[src/rtl/write_reg_bank.sv]
// Result register bank: one-hot addressed fill of DEPTH signed words, then an
// in-order ReLU drain over a valid/ready stream once every entry has been written.
module write_reg_bank #(
    parameter int DATA_W = 16,
    parameter int DEPTH  = 15,
    parameter int IDX_W  = 4
) (
    input  logic              clk,
    input  logic              rst_n,
    input  logic              clear,
    input  logic              wr_en,
    input  logic [DEPTH-1:0]  wr_sel,
    input  logic [DATA_W-1:0] wr_data,
    input  logic              rd_start,
    output logic              out_valid,
    input  logic              out_ready,
    output logic [DATA_W-1:0] out_data,
    output logic [IDX_W-1:0]  out_idx,
    output logic              out_last,
    output logic              full,
    output logic              busy,
    output logic              err
);

    typedef enum logic {
        ST_FILL  = 1'b0,
        ST_DRAIN = 1'b1
    } state_t;

    localparam logic [IDX_W-1:0] LAST_IDX = IDX_W'(DEPTH - 1);

    state_t             state_q, state_d;
    logic [DEPTH-1:0]   fill_q, fill_d;
    logic [IDX_W-1:0]   idx_q, idx_d;
    logic               err_q, err_d;
    logic               sel_onehot;
    logic               wr_ok;
    logic [DATA_W-1:0]  entry_w [DEPTH];
    logic [DATA_W-1:0]  rd_word;

    // A select is legal only with exactly one bit set.
    assign sel_onehot = (wr_sel != '0) && ((wr_sel & (wr_sel - DEPTH'(1))) == '0);
    assign wr_ok      = wr_en && sel_onehot && (state_q == ST_FILL) && !clear;

    always_comb begin
        state_d = state_q;
        fill_d  = fill_q;
        idx_d   = idx_q;
        err_d   = err_q;
        if (clear) begin
            state_d = ST_FILL;
            fill_d  = '0;
            idx_d   = '0;
            err_d   = 1'b0;
        end else begin
            case (state_q)
                ST_FILL: begin
                    if (wr_en) begin
                        if (sel_onehot) begin
                            fill_d = fill_q | wr_sel;
                        end else begin
                            err_d = 1'b1;
                        end
                    end
                    // Decision uses the registered full; a same-cycle write still lands.
                    if (rd_start && full) begin
                        state_d = ST_DRAIN;
                        idx_d   = '0;
                    end
                end
                ST_DRAIN: begin
                    if (wr_en) begin
                        err_d = 1'b1;
                    end
                    if (out_ready) begin
                        if (idx_q == LAST_IDX) begin
                            state_d = ST_FILL;
                            fill_d  = '0;
                            idx_d   = '0;
                        end else begin
                            idx_d = idx_q + IDX_W'(1);
                        end
                    end
                end
                default: begin
                    state_d = ST_FILL;
                end
            endcase
        end
    end

    always_ff @(posedge clk or negedge rst_n) begin
        if (!rst_n) begin
            state_q <= ST_FILL;
            fill_q  <= '0;
            idx_q   <= '0;
            err_q   <= 1'b0;
        end else begin
            state_q <= state_d;
            fill_q  <= fill_d;
            idx_q   <= idx_d;
            err_q   <= err_d;
        end
    end

    generate
        for (genvar gi = 0; gi < DEPTH; gi++) begin : g_entry
            logic [DATA_W-1:0] word_q;
            always_ff @(posedge clk or negedge rst_n) begin
                if (!rst_n) begin
                    word_q <= '0;
                end else if (wr_ok && wr_sel[gi]) begin
                    word_q <= wr_data;
                end
            end
            assign entry_w[gi] = word_q;
        end
    endgenerate

    always_comb begin
        rd_word = '0;
        for (int i = 0; i < DEPTH; i++) begin
            if (idx_q == IDX_W'(i)) begin
                rd_word = entry_w[i];
            end
        end
    end

    assign out_valid = (state_q == ST_DRAIN);
    assign busy      = (state_q == ST_DRAIN);
    assign out_idx   = idx_q;
    assign out_last  = (state_q == ST_DRAIN) && (idx_q == LAST_IDX);
    assign out_data  = rd_word[DATA_W-1] ? '0 : rd_word;
    assign full      = &fill_q;
    assign err       = err_q;

endmodule

[config.mk]
export PLATFORM = sky130hd
export DESIGN_NAME = write_reg_bank
export DESIGN_NICKNAME = d
export VERILOG_FILES = /design/src/rtl/write_reg_bank.sv
export SDC_FILE = /design/constraint.sdc
export NUM_CORES = 1
export LEC_CHECK = 0
export BUFFER_PORTS_ARGS = -buffer_cell sky130_fd_sc_hd__buf_4
export CAP_MARGIN = 0
export CORE_UTILIZATION = 34
export DETAILED_ROUTE_END_ITERATION = 12
export SYNTH_ARGS = -nofsm -noshare
export SYNTH_HDL_FRONTEND = slang
export SYNTH_SLANG_ARGS = --single-unit
[constraint.sdc]
create_clock -name clk -period 7.35 [get_ports clk]
set_clock_uncertainty 0.2 [all_clocks]
set_input_delay 0.3675 -clock clk [delete_from_list [all_inputs] [get_ports clk]]
set_output_delay 0.3675 -clock clk [all_outputs]
set_load 0.01 [all_outputs]
# [Yosys cells after proc, flatten, opt, wreduce, memory -nomap -nowiden]
# Index checks and enable logic that the tools add are counted.
[totals] inputBits=37 reg_bits=261 out_inout_bits=25 n_memories=0 ram_bits=0 romBits=0 latch_bits=0 word_cells=111
[op_classes] reduce_logical=29 mul=0 bitwise=3 add_sub_neg=2 eq_ne=21 n_mux=37 shift=0 n_div=0 magnitude_cmp=0
[ops] cell="two-way mux 16 bit" n=15
[ops] cell="two-way mux 15 bit" n=6
[ops] cell="one-hot mux 15 bit (2 select lines)" n=1
[ops] cell="equality test 4 bit (second input constant)" n=7
[ops] cell="logical AND 1 bit" n=21
[ops] cell="equality test 4 x 3 -> 1 bit (second input constant)" n=4
[ops] cell="two-way mux 4 bit" n=4
[ops] cell="bitwise AND 15 bit" n=1
[ops] cell="zero test 15 bit" n=1
[ops] cell="inequality test 3 bit (second input constant)" n=5
[ops] cell="bitwise OR 15 bit" n=1
[ops] cell="AND reduction 15 bit" n=1
[ops] cell="nonzero test 15 bit" n=1
[ops] cell="subtractor 15 x 1 -> 15 bit (second input constant)" n=1
[ops] cell="equality test 4 x 2 -> 1 bit (second input constant)" n=2
[ops] cell="two-way mux 1 bit" n=8
[ops] cell="one-hot mux 4 bit (2 select lines)" n=1
[ops] cell="inequality test 3 x 2 -> 1 bit (second input constant)" n=2
[ops] cell="adder 4 x 1 -> 4 bit (second input constant)" n=1
[ops] cell="equality test 4 x 1 -> 1 bit (second input constant)" n=1
[ops] cell="zero test 4 bit" n=1
[ops] cell="one-hot mux 1 bit (2 select lines)" n=2
[ops] cell="AND reduction 4 bit" n=1
[ops] cell="AND reduction 3 bit" n=1
[ops] cell="3 further kinds" n=3

# [Depth between registers and ports, before layout]
# Gate-level depths: netlist (run 1).
[depth] word_depth=17 mapped_depth=10

# [Worst setup path before layout (run 1)]
# OpenSTA, ideal clock, no wires.
[synth_path] kind="flip-flop to output port" start="reg idx_q[0], in the netlist out_idx[0]" end="out out_data[8]" arrival_ps=2501 t_required_ps=6783 path_slack_ps=4281 path_stages_with_launch=9 path_cell_list="dfrtp_1 -> clkbuf_1 -> buf_1 -> inv_2 -> clkbuf_1 -> clkbuf_1 -> o22ai_1 -> a22oi_1 -> nor3_1"
[synth_via] elab_chain_len=17 word_cells_on_any_way=31
[synth_rtl] item="start: declaration" line="34" source="logic [IDX_W-1:0] idx_q, idx_d;"
[synth_rtl] item="start signal: assignment" line="101" source="idx_q <= idx_d;"
[synth_rtl] item="zero test 4 bit" line="123" source="if (idx_q == IDX_W'(i)) begin"
[synth_rtl] item="two-way mux 16 bit (14 in a row)" line="123"
[synth_rtl] item="two-way mux 16 bit *" line="123"
[synth_rtl] item="two-way mux 15 bit *" line="133" source="assign out_data = rd_word[DATA_W-1] ? '0 : rd_word;"
[synth_rtl] item="end: declaration" line="17" source="output logic [DATA_W-1:0] out_data,"
# Mark *: on every way between the ends. The rest lies on a longest branch, timed or not.

# [Worst setup path after layout (run 1)]
[layout_path] start="reg idx_q[1], in the netlist out_idx[1]" end="out out_data[12]"
# Same word-level chain as after synthesis.

==> results of run 1 <==
[cell families (layout without fill, tap and decap cells)]
| family | after synthesis | count (layout) | synth area share, % |
|---|---|---|---|
| AOI/OAI and AO/OA | 169 | 169 | 9.69 |
| adders and majority gates | 2 | 2 | 0.161 |
| buffers and inverters | 85 | 147 | 3.34 |
| DFF | 261 | 261 | 52.4 |
| muxes | 284 | 284 | 26.6 |
| other | 1 | 3 | 0.0301 |
| and+or+nand+nor | 169 | 169 | 7.79 |
[cells in the mapped netlist, types with 8 or more instances]
master	n
nor2_1	36
buf_6	10
a22oi_1	12
o21ai_0	14
nor2b_1	8
nand2_1	55
nor3_1	20
dfrtp_1	261
a221oi_1	20
a211oi_1	13
mux2i_1	17
a21oi_1	45
a22o_1	8
o22ai_1	14
nand4_4	9
buf_1	8
mux2_1	26
mux2_2	229
and2_1	9
clkbuf_1	46
buf_2	9
mux4_2	12
[flip-flops by register name (all words and copies together), names as in the netlist]
signal / count
g_entry.word_q: 240
fill_q: 15
out_idx: 4
busy: 1
err: 1
[layout make-up]
| cell class | instances | area (um^2) |
|---|---|---|
| Fill cell | 3332 | 21500 |
| Antenna cell | 2 | 5.00 |
| Tap cell | 461 | 577 |
| Timing Repair Buffer | 85 | 691 |
| Sequential cell | 261 | 6540 |
| Clock inverter | 8 | 119 |
| Multi-Input combinational cell | 625 | 5520 |
| Inverter | 9 | 33.8 |
| Clock buffer | 45 | 896 |
[stage by stage]
stage / setup slack, ns / hold WS [ns] / power [mW] / std cells / util, %
after floorplan: 4.28 / -0.128 / 1.50 / 971 / -
after global placement: 3.56 / 0.160 / 1.56 / 1428 / 36.9
after detailed placement: 3.51 / 0.153 / 1.57 / 1428 / 36.9
after CTS: 2.94 / 0.00488 / 3.10 / 1494 / 40.1
after global routing: 2.65 / 0.0112 / 3.16 / 1495 / 40.1
final: 2.88 / 0.0164 / 3.06 / 1496 / 40.1
[worst paths after layout]
kind	start	endpoint	depth (start not counted)
setup / recovery	out_idx[1]$_DFFE_PN0P_	out_data[12]	8
hold / removal	wr_data[5]	g_entry[3].word_q[5]$_DFFE_PN0P_	2
setup reg to reg	out_idx[1]$_DFFE_PN0P_	fill_q[6]$_DFFE_PN0P_	8
hold reg to reg	fill_q[1]$_DFFE_PN0P_	fill_q[1]$_DFFE_PN0P_	2
max in group asynchronous	rst_n	out_idx[1]$_DFFE_PN0P_	3
min in group asynchronous	rst_n	g_entry[9].word_q[5]$_DFFE_PN0P_	2
[layer usage]
metal,part of all wire (%),wire length (um),vias to the layer above
li1,-,-,3704
met1,45,15000,4291
met2,49,16500,178
met3,4.0,1340,54
met4,2.6,869,2
met5,0.024,8,-
[timing repair]
action,4_1_cts,5_1_grt
hold buffers,13,0
endpoints found under the hold margin,196,0
setup endpoints to repair,0,0
buffers inserted,0,0
[where the power goes]
| part | switching (mW) | internal (mW) | total, mW |
|---|---|---|---|
| logic | 0.0707 | 0.0292 | 0.0999 |
| registers | 0.00208 | 1.44 | 1.44 |
| clock network | 0.578 | 0.937 | 1.52 |
[cell usage in the layout, fill, tap and decap left out, types with 5 or more instances in the layout]
master / netlist / final
clkbuf_16: 0 / 29
a221oi_1: 20 / 20
a21oi_1: 45 / 45
mux4_2: 12 / 12
inv_1: 6 / 6
a221o_1: 6 / 6
clkbuf_8: 0 / 11
a222oi_1: 7 / 7
dfrtp_1: 261 / 258
clkbuf_1: 46 / 5
nor2b_1: 8 / 7
nand2_1: 55 / 55
nor3_1: 20 / 20
nand4_4: 9 / 9
mux2_1: 26 / 26
buf_4: 3 / 70
and2_1: 9 / 9
mux2i_1: 17 / 17
a211oi_1: 13 / 13
nor2_1: 36 / 36
o22ai_1: 14 / 14
dlygate4sd3_1: 0 / 13
o31ai_1: 5 / 5
a22oi_1: 12 / 12
mux2_2: 229 / 229
or3_1: 5 / 5
a22o_1: 8 / 8
o21ai_0: 14 / 14
nand3_1: 6 / 6
nand4_2: 5 / 5
==> impl_metrics.ini, run 1 <==
[grt]
overflow = 0
grt_max_degree = 196
antenna_found_initial = 3
grt_usage_pct = 18.1
grt_pass1_wl_um = 52700
grt_pass1_vias = 8583
met1_usage_pct = 24.0
use_met3_pct = 2.79
grt_busiest_layer = met2
grt_use_met2_pct = 30.6

[detailed_routing]
drt_wl_total_um = 33700
ant_nets = 0
viasPerCell = 5.50
vias = 8229
drc = 4
first_iter_violations = 542
wl_per_cell_um = 22.5
firstDrtPassIters = 11

[floorplan]
io_pins = 62
initial_core_util_pct = 34.8
die_h_um = 193
die_area_um2 = 37400
rows = 69
die_x_um = 193
core_um2 = 35800

[clocking]
cts_max_level = 1
clk_path_buf_depth = 3
cts_tree = yes
cts_buffers = 29
cts_root_buf = clkbuf_16
cts_resized = 0
clkSinkCount = 261
clk_latency_ns = 0.55
clk_pin_slew_ns = 0.06

[layout]
finalNetCount = 1048
final_area_um2 = 14400
drive_above_1_share_pct = 37.2
areaGrowthSynthToFinish_pct = 15.4

[status]
outcome = finished with violations
violations = design-rule violations

[critical_path]
path_cells = buf_4, nand2_1, nor3_1, a21oi_1, o31ai_1, o21ai_0, a21oi_1, buf_4
crit_family = simple AND/OR/NAND/NOR gates
r2r_setup_slack_ns = 3.98
path_buf_inv = 2
cpPeakStageDelay_ns = 0.76
worstPathMaxFanout = 50
critPathSlowestCell = nor3_1
crit_path_start_kind = register
critPathKind = register to primary output
worst_setup_path_end_kind = primary output
cp.required_ns = 6.78
crit_arrival_ns = 3.90

[timing]
timing.final.hold_violations = 0
relSlewSlack_pct = 21.3
setup_tns_ns = 0
slew_violations = 0
final_min_period_over_clock_period_pct = 60.8
rsz0062_at_grt = false
worst_slew_pin_slew_ns = 1.18
fmaxAchievable_mhz = 224
finalSetupViolations = 0
fin_crit_ns = 4.47

[pwr]
p_leak_nw = 6.89
powerDensity_nw_per_um2 = 213
peakVddDrop_mv = 0.129

[placed_design]
placed_cell_area_um2 = 13200
portBuffers = 60
routabilityCongestion = 0.797
hpwl_um = 20800

[synth]
ys_warn_count = 0
synth_top_area_share_pct = 52.4
seq_area_frac_synth_pct = 52.4
syn_nets = 1008
synth.ff_latch_count = 261
yosysTopAreaCell = dfrtp_1
syn_inst = 971
async_flop_share_pct = 100
synthTopCellsByArea = dfrtp_1 52%, mux2_2 21%, mux2_1 2.3%, mux4_2 2.2%, a21oi_1 1.8%
avgSynthCellArea_um2 = 12.8
synth_area_um2 = 12500
ys_types = 56
synthFlopType = dfrtp_1
synth_edf_count = 0

[hold_path]
hp-class = primary input to register

[flow_run]
max-cap-violations = 0
No activity file was read; power rests on OpenSTA's default activity.
==> inputs of run 2 (changes only) <==
==> constraint.sdc (replaced) <==
create_clock -name clk -period 3.98 [get_ports clk]
set_clock_uncertainty 0.2 [all_clocks]
set_input_delay 0.199 -clock clk [delete_from_list [all_inputs] [get_ports clk]]
set_output_delay 0.199 -clock clk [all_outputs]
set_load 0.01 [all_outputs]
==> impl_metrics.ini, run 2 (synthesis gave the netlist of run 1 again) <==
[status]
outcome = finished with violations
violations = design-rule violations

[floorplan]
io_pins = 62
die_x_um = 193
rows = 69
initial_core_util_pct = 34.8
die_area_um2 = 37400
core_um2 = 35800
die_h_um = 193

[grt]
grt_max_degree = 128
grt_usage_pct = 18.3
overflow = 0
grt_pass1_wl_um = 53100
grt_pass1_vias = 8682
antenna_found_initial = 1

[placed_design]
place_inst = 1455
hpwl_um = 21900
placed_cell_area_um2 = 13400
place_ws_ns = 0.726
routabilityCongestion = 0.807
portBuffers = 60

[critical_path]
r2r_start = out_idx[1]$_DFFE_PN0P_
r2r_setup_slack_ns = 0.79
crit_arrival_ns = 3.32
rr_endpoint = busy$_DFF_PN0_
critPathKind = register to primary output
crit_path_start_kind = register
worstPathMaxFanout = 44
cp.required_ns = 3.58
rr_worst_depth = 8
worst_setup_path_end_kind = primary output

[hold_path]
min-delay-start = wr_sel[3]
worstHoldPathCells = 4
hp-class = primary input to register
whs_endpoint = fill_q[3]$_DFFE_PN0P_

[layout]
areaGrowthSynthToFinish_pct = 18.9
final_common_cell = dfrtp_1
largest_reg_flops = 240
drive_above_1_share_pct = 38.6
largest_register = g_entry.word_q
layout_common_cells = 258 x dfrtp_1, 229 x mux2_2, 96 x buf_4
final_cells = 1541
final_area_um2 = 14800
finalNetCount = 1092
utilization_pct = 41.4

[timing]
layout_setup_ws_ns = 0.263
final_min_period_over_clock_period_pct = 93.4
slew_violations = 0
setup_tns_ns = 0
hold-worst-slack_ns = 0.00626
finalSetupViolations = 0
rsz0062_at_grt = false
worst_slew_pin_slew_ns = 1.04
fmaxAchievable_mhz = 269
fin_crit_ns = 3.72
relSlewSlack_pct = 30.6
timing.final.hold_violations = 0

[pwr]
p_comb_share_pct = 3.5
p_total_mw = 5.81
power.switching_mw = 1.26
p_clk_share_pct = 50.6
powerDensity_nw_per_um2 = 392
peakVddDrop_mv = 0.312
power_frac_seq_pct = 45.9
p_leak_nw = 7.12
internal_power_mw = 4.54
swShare_pct = 21.8

[detailed_routing]
first_iter_violations = 657
wl_per_cell_um = 22.1
firstDrtPassIters = 9
drt_wl_total_um = 34000
drc = 2
viasPerCell = 5.53
vias = 8526
ant_nets = 0

[clocking]
clkSinkCount = 261
cts_buffers = 30
post-cts-setup-buffers = 0
clk_path_buf_depth = 3
clk_latency_ns = 0.57
cts_root_buf = clkbuf_16
cts_tree = yes
cts_max_level = 1
clk_pin_slew_ns = 0.06

[flow_run]
max-cap-violations = 0
==> run 2: metal layers <==
metal	vias up	global-route usage, %	part of all wire [%]
li1	3800	-	-
met1	4403	25.5	45
met2	270	29.8	47
met3	53	2.11	5.0
met4	0	5.19	2.5
met5	-	0	0
==> run 2: layout make-up <==
class	instances	area [um^2]
clock inverters	14	200
inverters	9	33.8
flip-flops and latches	261	6540
multi-input cells	625	5520
diodes	1	2.50
clock buffers	42	886
well taps	461	577
repair buffers	128	1070
fillers	3349	21000
==> run 2: power groups by stage <==
stage | registers [mW] | logic (mW) | clock network (mW)
after floorplan | 2.71 | 0.0518 | 0
after global placement | 2.71 | 0.187 | 0
after detailed placement | 2.71 | 0.189 | 0
after CTS | 2.66 | 0.211 | 2.99
after global routing | 2.66 | 0.228 | 3.11
final | 2.66 | 0.206 | 2.94
==> run 2: timing repair <==
item                       in CTS  in global routing
resized for setup               0                  0
hold buffers                   29                  0
hold endpoints to repair      382                  0
setup endpoints to repair       0                  0
==> run 2: worst max path at each step <==
stage	from	cells after the start	endpoint
floorplan	out_idx[0]$_DFFE_PN0P_	8	out_data[8]
global placement	wr_sel[7]	7	g_entry[13].word_q[14]$_DFFE_PN0P_
detailed placement	wr_sel[7]	7	g_entry[13].word_q[8]$_DFFE_PN0P_
CTS	out_idx[1]$_DFFE_PN0P_	7	out_data[13]
global route	out_idx[1]$_DFFE_PN0P_	7	out_data[11]
finish	out_idx[1]$_DFFE_PN0P_	7	out_data[13]
==> run 2: worst max-delay path, cell delays in order (launching register included) <==
cell	delay, ns
dfrtp_4	0.85
and2_1	0.43
nand2_1	0.10
mux4_2	0.46
a21oi_1	0.18
or2_2	0.40
nor3_1	0.17
buf_4	0.17
